==> src/rtl/mem_port_ctrl.sv <==
// Data-memory port arbiter between the pipeline and the block-transfer unit.
// Handles byte/half/word lane steering, load extraction and misalignment.
`ifndef CPU_DMEM_ADDR_WIDTH
`define CPU_DMEM_ADDR_WIDTH 16
`endif
`ifndef DATA_WIDTH
`define DATA_WIDTH 32
`endif

module mem_port_ctrl #(
    parameter int AW = `CPU_DMEM_ADDR_WIDTH,
    parameter int DW = `DATA_WIDTH
) (
    input  logic          clk,
    input  logic          rst_n,
    input  logic [AW-1:0] p_addr,
    input  logic [DW-1:0] p_wdata,
    input  logic          p_rd,
    input  logic          p_wr,
    input  logic [1:0]    p_size,
    input  logic          p_signed,
    output logic [DW-1:0] p_rdata,
    output logic          p_rvalid,
    output logic          p_stall,
    input  logic [AW-1:0] b_addr,
    input  logic [DW-1:0] b_wdata,
    input  logic          b_rd,
    input  logic          b_wr,
    input  logic [1:0]    b_size,
    input  logic          b_busy,
    output logic [DW-1:0] b_rdata,
    output logic          b_rvalid,
    output logic [AW-3:0] m_addr,
    output logic [DW-1:0] m_wdata,
    output logic [3:0]    m_we,
    output logic          m_en,
    input  logic [DW-1:0] m_rdata,
    output logic          misalign
);

    typedef enum logic [1:0] {
        S_PIPE  = 2'd0,
        S_BDTU  = 2'd1,
        S_DRAIN = 2'd2
    } state_e;

    state_e        state_q, state_d;
    logic          b_grant, p_grant;
    logic [AW-1:0] sel_addr;
    logic [DW-1:0] sel_wdata;
    logic [1:0]    sel_size;
    logic          sel_rd, sel_wr, sel_signed;
    logic          misaligned, req, mem_go, rd_accept;
    logic [3:0]    lanes;

    logic          rd_valid_q, rd_valid_d;
    logic          owner_b_q, owner_b_d;
    logic          signed_q, signed_d;
    logic          misalign_q, misalign_d;
    logic [1:0]    size_q, size_d;
    logic [1:0]    off_q, off_d;

    logic [7:0]    byte_lane;
    logic [15:0]   half_lane;
    logic [DW-1:0] rd_ext;

    // NOTE: non-blocking assignments here so every flop samples pre-edge values.
    always_ff @(posedge clk or negedge rst_n) begin
        if (!rst_n) begin
            state_q    <= S_PIPE;
            rd_valid_q <= 1'b0;
            owner_b_q  <= 1'b0;
            signed_q   <= 1'b0;
            misalign_q <= 1'b0;
            size_q     <= 2'b00;
            off_q      <= 2'b00;
        end else begin
            state_q    <= state_d;
            rd_valid_q <= rd_valid_d;
            owner_b_q  <= owner_b_d;
            signed_q   <= signed_d;
            misalign_q <= misalign_d;
            size_q     <= size_d;
            off_q      <= off_d;
        end
    end

    // A read accepted this cycle also counts as outstanding so its response drains.
    always_comb begin
        state_d = state_q;
        unique case (state_q)
            S_PIPE:  if (b_busy) state_d = S_BDTU;
            S_BDTU:  if (!b_busy) state_d = (rd_valid_q | rd_accept) ? S_DRAIN : S_PIPE;
            S_DRAIN: state_d = S_PIPE;
            default: state_d = S_PIPE;
        endcase
    end

    // NOTE: every comb output gets a default first so no latch is inferred.
    always_comb begin
        b_grant    = (state_q == S_BDTU) | b_busy;
        p_grant    = ~b_grant & (state_q == S_PIPE);
        sel_addr   = '0;
        sel_wdata  = '0;
        sel_size   = 2'b00;
        sel_rd     = 1'b0;
        sel_wr     = 1'b0;
        sel_signed = 1'b0;
        if (b_grant) begin
            sel_addr  = b_addr;
            sel_wdata = b_wdata;
            sel_size  = b_size;
            sel_rd    = b_rd;
            sel_wr    = b_wr;
        end else if (p_grant) begin
            sel_addr   = p_addr;
            sel_wdata  = p_wdata;
            sel_size   = p_size;
            sel_rd     = p_rd;
            sel_wr     = p_wr;
            sel_signed = p_signed;
        end
        p_stall = (p_rd | p_wr) & ~p_grant;
    end

    always_comb begin
        misaligned = ((sel_size == 2'b01) & sel_addr[0]) |
                     (sel_size[1] & (sel_addr[1:0] != 2'b00));
        req        = sel_rd | sel_wr;
        mem_go     = req & ~misaligned & rst_n;
        rd_accept  = mem_go & sel_rd & ~sel_wr;
        m_addr     = sel_addr[AW-1:2];
        m_en       = mem_go;
        m_we       = 4'b0000;
        m_wdata    = sel_wdata;
        lanes      = 4'b1111;
        unique case (sel_size)
            2'b00: begin
                m_wdata = {4{sel_wdata[7:0]}};
                lanes   = 4'b0001 << sel_addr[1:0];
            end
            2'b01: begin
                m_wdata = {2{sel_wdata[15:0]}};
                lanes   = sel_addr[1] ? 4'b1100 : 4'b0011;
            end
            default: ;
        endcase
        if (mem_go & sel_wr) m_we = lanes;
        misalign_d = misalign_q | (req & misaligned);
    end

    // Response context is captured at acceptance so it survives a grant change.
    always_comb begin
        rd_valid_d = rd_accept;
        owner_b_d  = owner_b_q;
        size_d     = size_q;
        off_d      = off_q;
        signed_d   = signed_q;
        if (rd_accept) begin
            owner_b_d = b_grant;
            size_d    = sel_size;
            off_d     = sel_addr[1:0];
            signed_d  = sel_signed;
        end
    end

    always_comb begin
        unique case (off_q)
            2'd0:    byte_lane = m_rdata[7:0];
            2'd1:    byte_lane = m_rdata[15:8];
            2'd2:    byte_lane = m_rdata[23:16];
            default: byte_lane = m_rdata[31:24];
        endcase
        half_lane = off_q[1] ? m_rdata[31:16] : m_rdata[15:0];
        unique case (size_q)
            2'b00:   rd_ext = {{(DW-8){signed_q & byte_lane[7]}}, byte_lane};
            2'b01:   rd_ext = {{(DW-16){signed_q & half_lane[15]}}, half_lane};
            default: rd_ext = m_rdata;
        endcase
        p_rvalid = rd_valid_q & ~owner_b_q;
        b_rvalid = rd_valid_q & owner_b_q;
        p_rdata  = p_rvalid ? rd_ext : '0;
        b_rdata  = b_rvalid ? rd_ext : '0;
        misalign = misalign_q;
    end

endmodule

==> config.mk <==
export PLATFORM = sky130hd
export DESIGN_NAME = mem_port_ctrl
export DESIGN_NICKNAME = d
export VERILOG_FILES = /design/src/rtl/mem_port_ctrl.sv
export SDC_FILE = /design/constraint.sdc
export NUM_CORES = 1
export LEC_CHECK = 0
export BUFFER_PORTS_ARGS = -buffer_cell sky130_fd_sc_hd__buf_2
export CORE_ASPECT_RATIO = 0.7
export CORE_MARGIN = 3
export CORE_UTILIZATION = 34
export CTS_BUF_LIST = sky130_fd_sc_hd__clkbuf_16
export CTS_CLUSTER_DIAMETER = 60
export DETAILED_ROUTE_END_ITERATION = 12
export PLACE_DENSITY = 0.78
export SYNTH_ARGS = -nofsm -noshare
export SYNTH_HDL_FRONTEND = slang
export SYNTH_SLANG_ARGS = --single-unit
==> constraint.sdc <==
create_clock -name clk -period 1.8 [get_ports clk]
set_input_delay 0.09 -clock clk [delete_from_list [all_inputs] [get_ports clk]]
set_output_delay 0.09 -clock clk [all_outputs]
set_load 0.01 [all_outputs]
**After elaboration in Yosys (flattened, before gate mapping)**

Index checks and enable logic that the tools add are counted.

- Register bits: 10
- Input port bits: 140
- Output and inout bits: 119
- Word-level logic and storage cells: 71

- Equal/unequal tests: 7
- Shifts and indexed selects: 1
- Mux-type cells: 25
- Bitwise gates (word level): 25
- Reductions and logical operators: 6

Operator list:

| operator | count |
|---|---|
| two-way mux 32 bit | 4 |
| case mux 32 bit (2 select lines) | 2 |
| two-way mux 16 bit | 3 |
| case mux 8 bit (3 select lines) | 1 |
| bitwise AND 1 bit | 14 |
| two-way mux 2 bit | 5 |
| == test 2 x 1 -> 1 bit (second input constant) | 4 |
| logical NOT 2 bit | 4 |
| two-way mux 4 bit | 2 |
| case mux 4 bit (2 select lines) | 1 |
| two-way mux 1 bit | 6 |
| OR 1 bit | 6 |
| NOT 1 bit | 5 |
| != test 2 bit (second input constant) | 2 |
| case mux 2 bit (2 select lines) | 1 |
| left shift 1 x 2 -> 4 bit (first input constant) | 1 |
| == test 2 bit (second input constant) | 1 |
| AND reduction 2 bit | 1 |
| nonzero test 2 bit | 1 |

**Logic depth before layout (Yosys ltp)**

- Depth in word-level cells: 18
- Depth in mapped cells: 7
- Gate-level depth less buffers: 5

**Least setup slack after synthesis**

OpenSTA, ideal clock, no wires.

- Path kind: reg2out
- Start point: register state_q[0]
- End point: output m_wdata[31]
- Arrival: 1.766 ns
- Data required time: 1.710 ns
- Setup slack: -0.056 ns
- Cell stages (with the launch flop): 8
- Buffers on the path: 2
- Path through: dfrtp_1 -> buf_2 -> clkbuf_1 -> nor3b_1 -> a21oi_1 -> o21ai_0 -> mux2i_1 -> a21oi_1

- Longest elaborated chain between the ends: 8
- Elaborated cells on any way between the ends: 12
- Those cells by class: 2 x eq/ne; 5 x mux; 3 x bitwise; 2 x reduce/logical

RTL lines:

| what | line | text |
|---|---|---|
| start, declared | 47 | `state_e state_q, state_d;` |
| start signal, assigned | 78 | `state_q <= state_d;` |
| == test 2 x 1 -> 1 bit | 101 | `b_grant = (state_q == S_BDTU) \| b_busy;` |
| OR 1 bit | 101 |  |
| NOT 1 bit | 102 | `p_grant = ~b_grant & (state_q == S_PIPE);` |
| bitwise AND 1 bit | 102 |  |
| two-way mux 2 bit | 115 | `end else if (p_grant) begin` |
| two-way mux 2 bit | 109 | `if (b_grant) begin` |
| == test 2 x 1 -> 1 bit or logical NOT 2 bit (tied branches) | 137 | `unique case (sel_size)` |
| case mux 32 bit (2 select lines) (*) | 137 |  |
| end, declared | 34 | `output logic [DW-1:0] m_wdata,` |

Every way passes the cells marked *; elsewhere a longest branch is shown, timed or not.

**Worst setup path in the final report**

- Start point: register state_q[1]
- End point: output m_wdata[31]

Same word-level chain as after synthesis.

==> key figures <==
Clock network
  • Longest Clk Path Bufs: 2
  • # clock sinks: 10
  • Cts bufs inserted: 3
  • CTS tree: yes
  • Worst-Skew Late Latency: between 200 and 300 ps
  • Htree depth: 1
  • CTS clk-pin slew, worst paths: 50 ps
  • Root Buffer: clkbuf_16

Global routing
  • Vias in the first global route: approximately 4200
  • Antenna violations before repair: 2
  • First-pass GRT wire length: 21500 um
  • GRT Total Usage: 0.293
  • Overflow after GRT: 0
  • Largest net degree at the start of global routing: 25

Synth
  • Register bit count reported by yosys: 10
  • Syn_area_per_cell: 7.01 um2
  • Yosys top cell by area: nor2_1
  • Synthesized area: 0.00274 mm2
  • Number of synthesis warnings: 0
  • Top_reg_cell synth: dfrtp_1
  • Seq/Total Area, Yosys: 0.0913
  • Count leader, synth: nor2_1
  • Synthesized Nets: roughly 530
  • Yosys top cell area share: 0.116
  • Main area contributors after synthesis: nor2_1, dfrtp_1, a22o_1
  • Synth top cells by count: nor2_1, a21oi_1, nand2_1, and2_1, a22o_1
  • Number of flops mapped to enable cells by yosys: 0
  • Asr flop ratio synth: 1.00
  • Post-Syn Instances: 391
  • Post-synthesis cell type count: between 40 and 50

Timing
  • Setup ws final: -387 ps
  • Final Skew: 7.19 ps
  • Final setup violation count: 120
  • Worst-Margin Slew: roughly 430 ps
  • Final min period: 2190 ps
  • Final setup TNS: -29850 ps
  • RSZ-0062 raised after global routing: true
  • Slew margin rel.: 0.713
  • Peak Freq: 0.457 GHz
  • Final hold vios: 0
  • Fin Hold WS: roughly 140 ps
  • Slew Limit Fails: 0
  • Period utilization: 1.21

Final layout
  • Non-Filler Instances: 806
  • Multi-input gate area: 0.00268 mm2
  • Fin util: 0.747
  • Layout area overhead: 106%
  • Fin nets: approximately 850
  • Layout cells sized above 1: 0.662
  • Fill count: 534
  • Sequential cell area: roughly 250 um2
  • Fin area: about 0.0056 mm2

Power and ir drop
  • Power Dens Cells: 594 mW/mm2
  • Final total power: 3.34 mW
  • Leakage: 2.93 nW
  • Max IR drop VDD: 0.287 mV

Run status
  • Failing checks: setup timing
  • Status: complete, but fails checks

Route
  • Routed vias/inst: 6.00
  • DRT iter0 DRCs: 619
  • DRT antenna net count: 0
  • Vias: 4832
  • DRC Markers: 0
  • Drt first pass iters: 5
  • Post-DR wirelength/cell: 22.4 um
  • Total wire length: 18100 um

Placed design
  • PortBufs: 258
  • Area post-placement: between 0.004 and 0.005 mm2
  • Gp weighted congestion: 0.975
  • Placed insts: between 700 and 800
  • Detailed-placement wirelength estimate: 11300 um
  • Setup WS pre-CTS: -155 ps

Critical path
  • Crit path max fanout: 8
  • Kind of critical path: reg2out
  • Worst EP arrival: around 2100 ps
  • CP Launch Type: register
  • Worst Reg-to-Reg Cells: 9
  • CP endpoint kind: output pin
  • Slack of the worst reg-to-reg path: -240 ps
  • Req. time, crit path: 1710 ps
  • Origin of the critical flop-to-flop path: state_q[0]$_DFFE_PN0P_
  • FF-to-FF End: off_q[1]$_DFFE_PN0P_

Die
  • Die Y: approximately 81 um
  • Site Rows: 26
  • Core area: approximately 0.0075 mm2
  • Die X: 113 um
  • IO Pins: 259
  • Initial core utilization: 0.363
  • Die ar.: between 0.009 and 0.01 mm2

Hold path
  • Worst Hold Launch: p_signed
  • Hold Path Class: in2reg
  • Hold Path Cell Cnt: 3
  • Worst hold endpoint: signed_q$_DFFE_PN0P_

Flow run
  • Max-Cap Viols: 0
[area by class of cell]
cell class	instances	share of cell area
multi-input combinational	328	0.475
antenna	1	0.000444
clock inverter	1	0.000666
sequential	10	0.0446
inverter	8	0.00533
tap	98	0.0218
timing repair buffer	357	0.438
clock buffer	3	0.0133
[cell families after synthesis]
kind of cell              after synthesis  synth area share
muxes                                  34             0.167
xor gates and xnor gates                3           0.00959
buffers and inverters                  55             0.114
and+or+nand+nor                       167             0.289
AOI/OAI and AO/OA                     122             0.330
DFF                                    10            0.0913
[critical path, stage by stage (launching register included)]
cell,delay [ps]
dfrtp_1,400
buf_6,130
nor2b_4,190
a221o_2,390
buf_8,210
mux2i_1,260
a21oi_1,120
buf_2,150
[state kept, by name, indices dropped and copies added (netlist names)]
signal and count:
misalign 1, off_q 2, owner_b_q 1, rd_valid_q 1, signed_q 1, size_q 2
state_q 2
[power breakdown]
group | internal (mW) | total, mW | switching [mW] | leakage (nW)
Sequential | 0.267 | 0.325 | 0.0584 | 0.117
Clock | 0.295 | 0.434 | 0.140 | 0.0385
Combinational | 1.23 | 2.59 | 1.36 | 2.78
Total | 1.79 | 3.34 | 1.55 | 2.93
[worst max path at each step]
stage                      startpoint          end  slack [ps]  depth (start not counted)
3_3_place_gp   state_q[0]$_DFFE_PN0P_  m_wdata[12]         -90                          5
6_report       state_q[1]$_DFFE_PN0P_  m_wdata[31]        -390                          7
5_1_grt          off_q[1]$_DFFE_PN0P_  p_rdata[16]        -440                          7
3_5_place_dp   state_q[0]$_DFFE_PN0P_  m_wdata[12]        -150                          5
4_1_cts          off_q[1]$_DFFE_PN0P_  p_rdata[11]        -250                          6
2_1_floorplan  state_q[0]$_DFFE_PN0P_  m_wdata[25]          20                          6
[cell usage in the layout (no fill, tap or decap), types with 10 or more instances in the layout]
master and count:
and2_1 23, a22o_1 22, mux2i_1 15, buf_6 42
buf_2 244, nand2_1 21, nor2_1 78, a21oi_1 17
buf_4 51, o21ai_1 10
[layer usage]
layer | global-route usage | wire, um
met5 | 0 | 13
met4 | 0.0852 | 1140
met3 | 0.0432 | 1950
met2 | 0.494 | 8450
met1 | 0.391 | 6520
[repair_timing]
item	in CTS	in global routing
setup buffers	11	23
pin swaps	34	61
gates resized for setup	70	106
hold buffers	1	0
gates cloned	3	6
setup endpoints to repair	115	122
hold endpoints to repair	10	0
(Power assumes the default switching activity.)
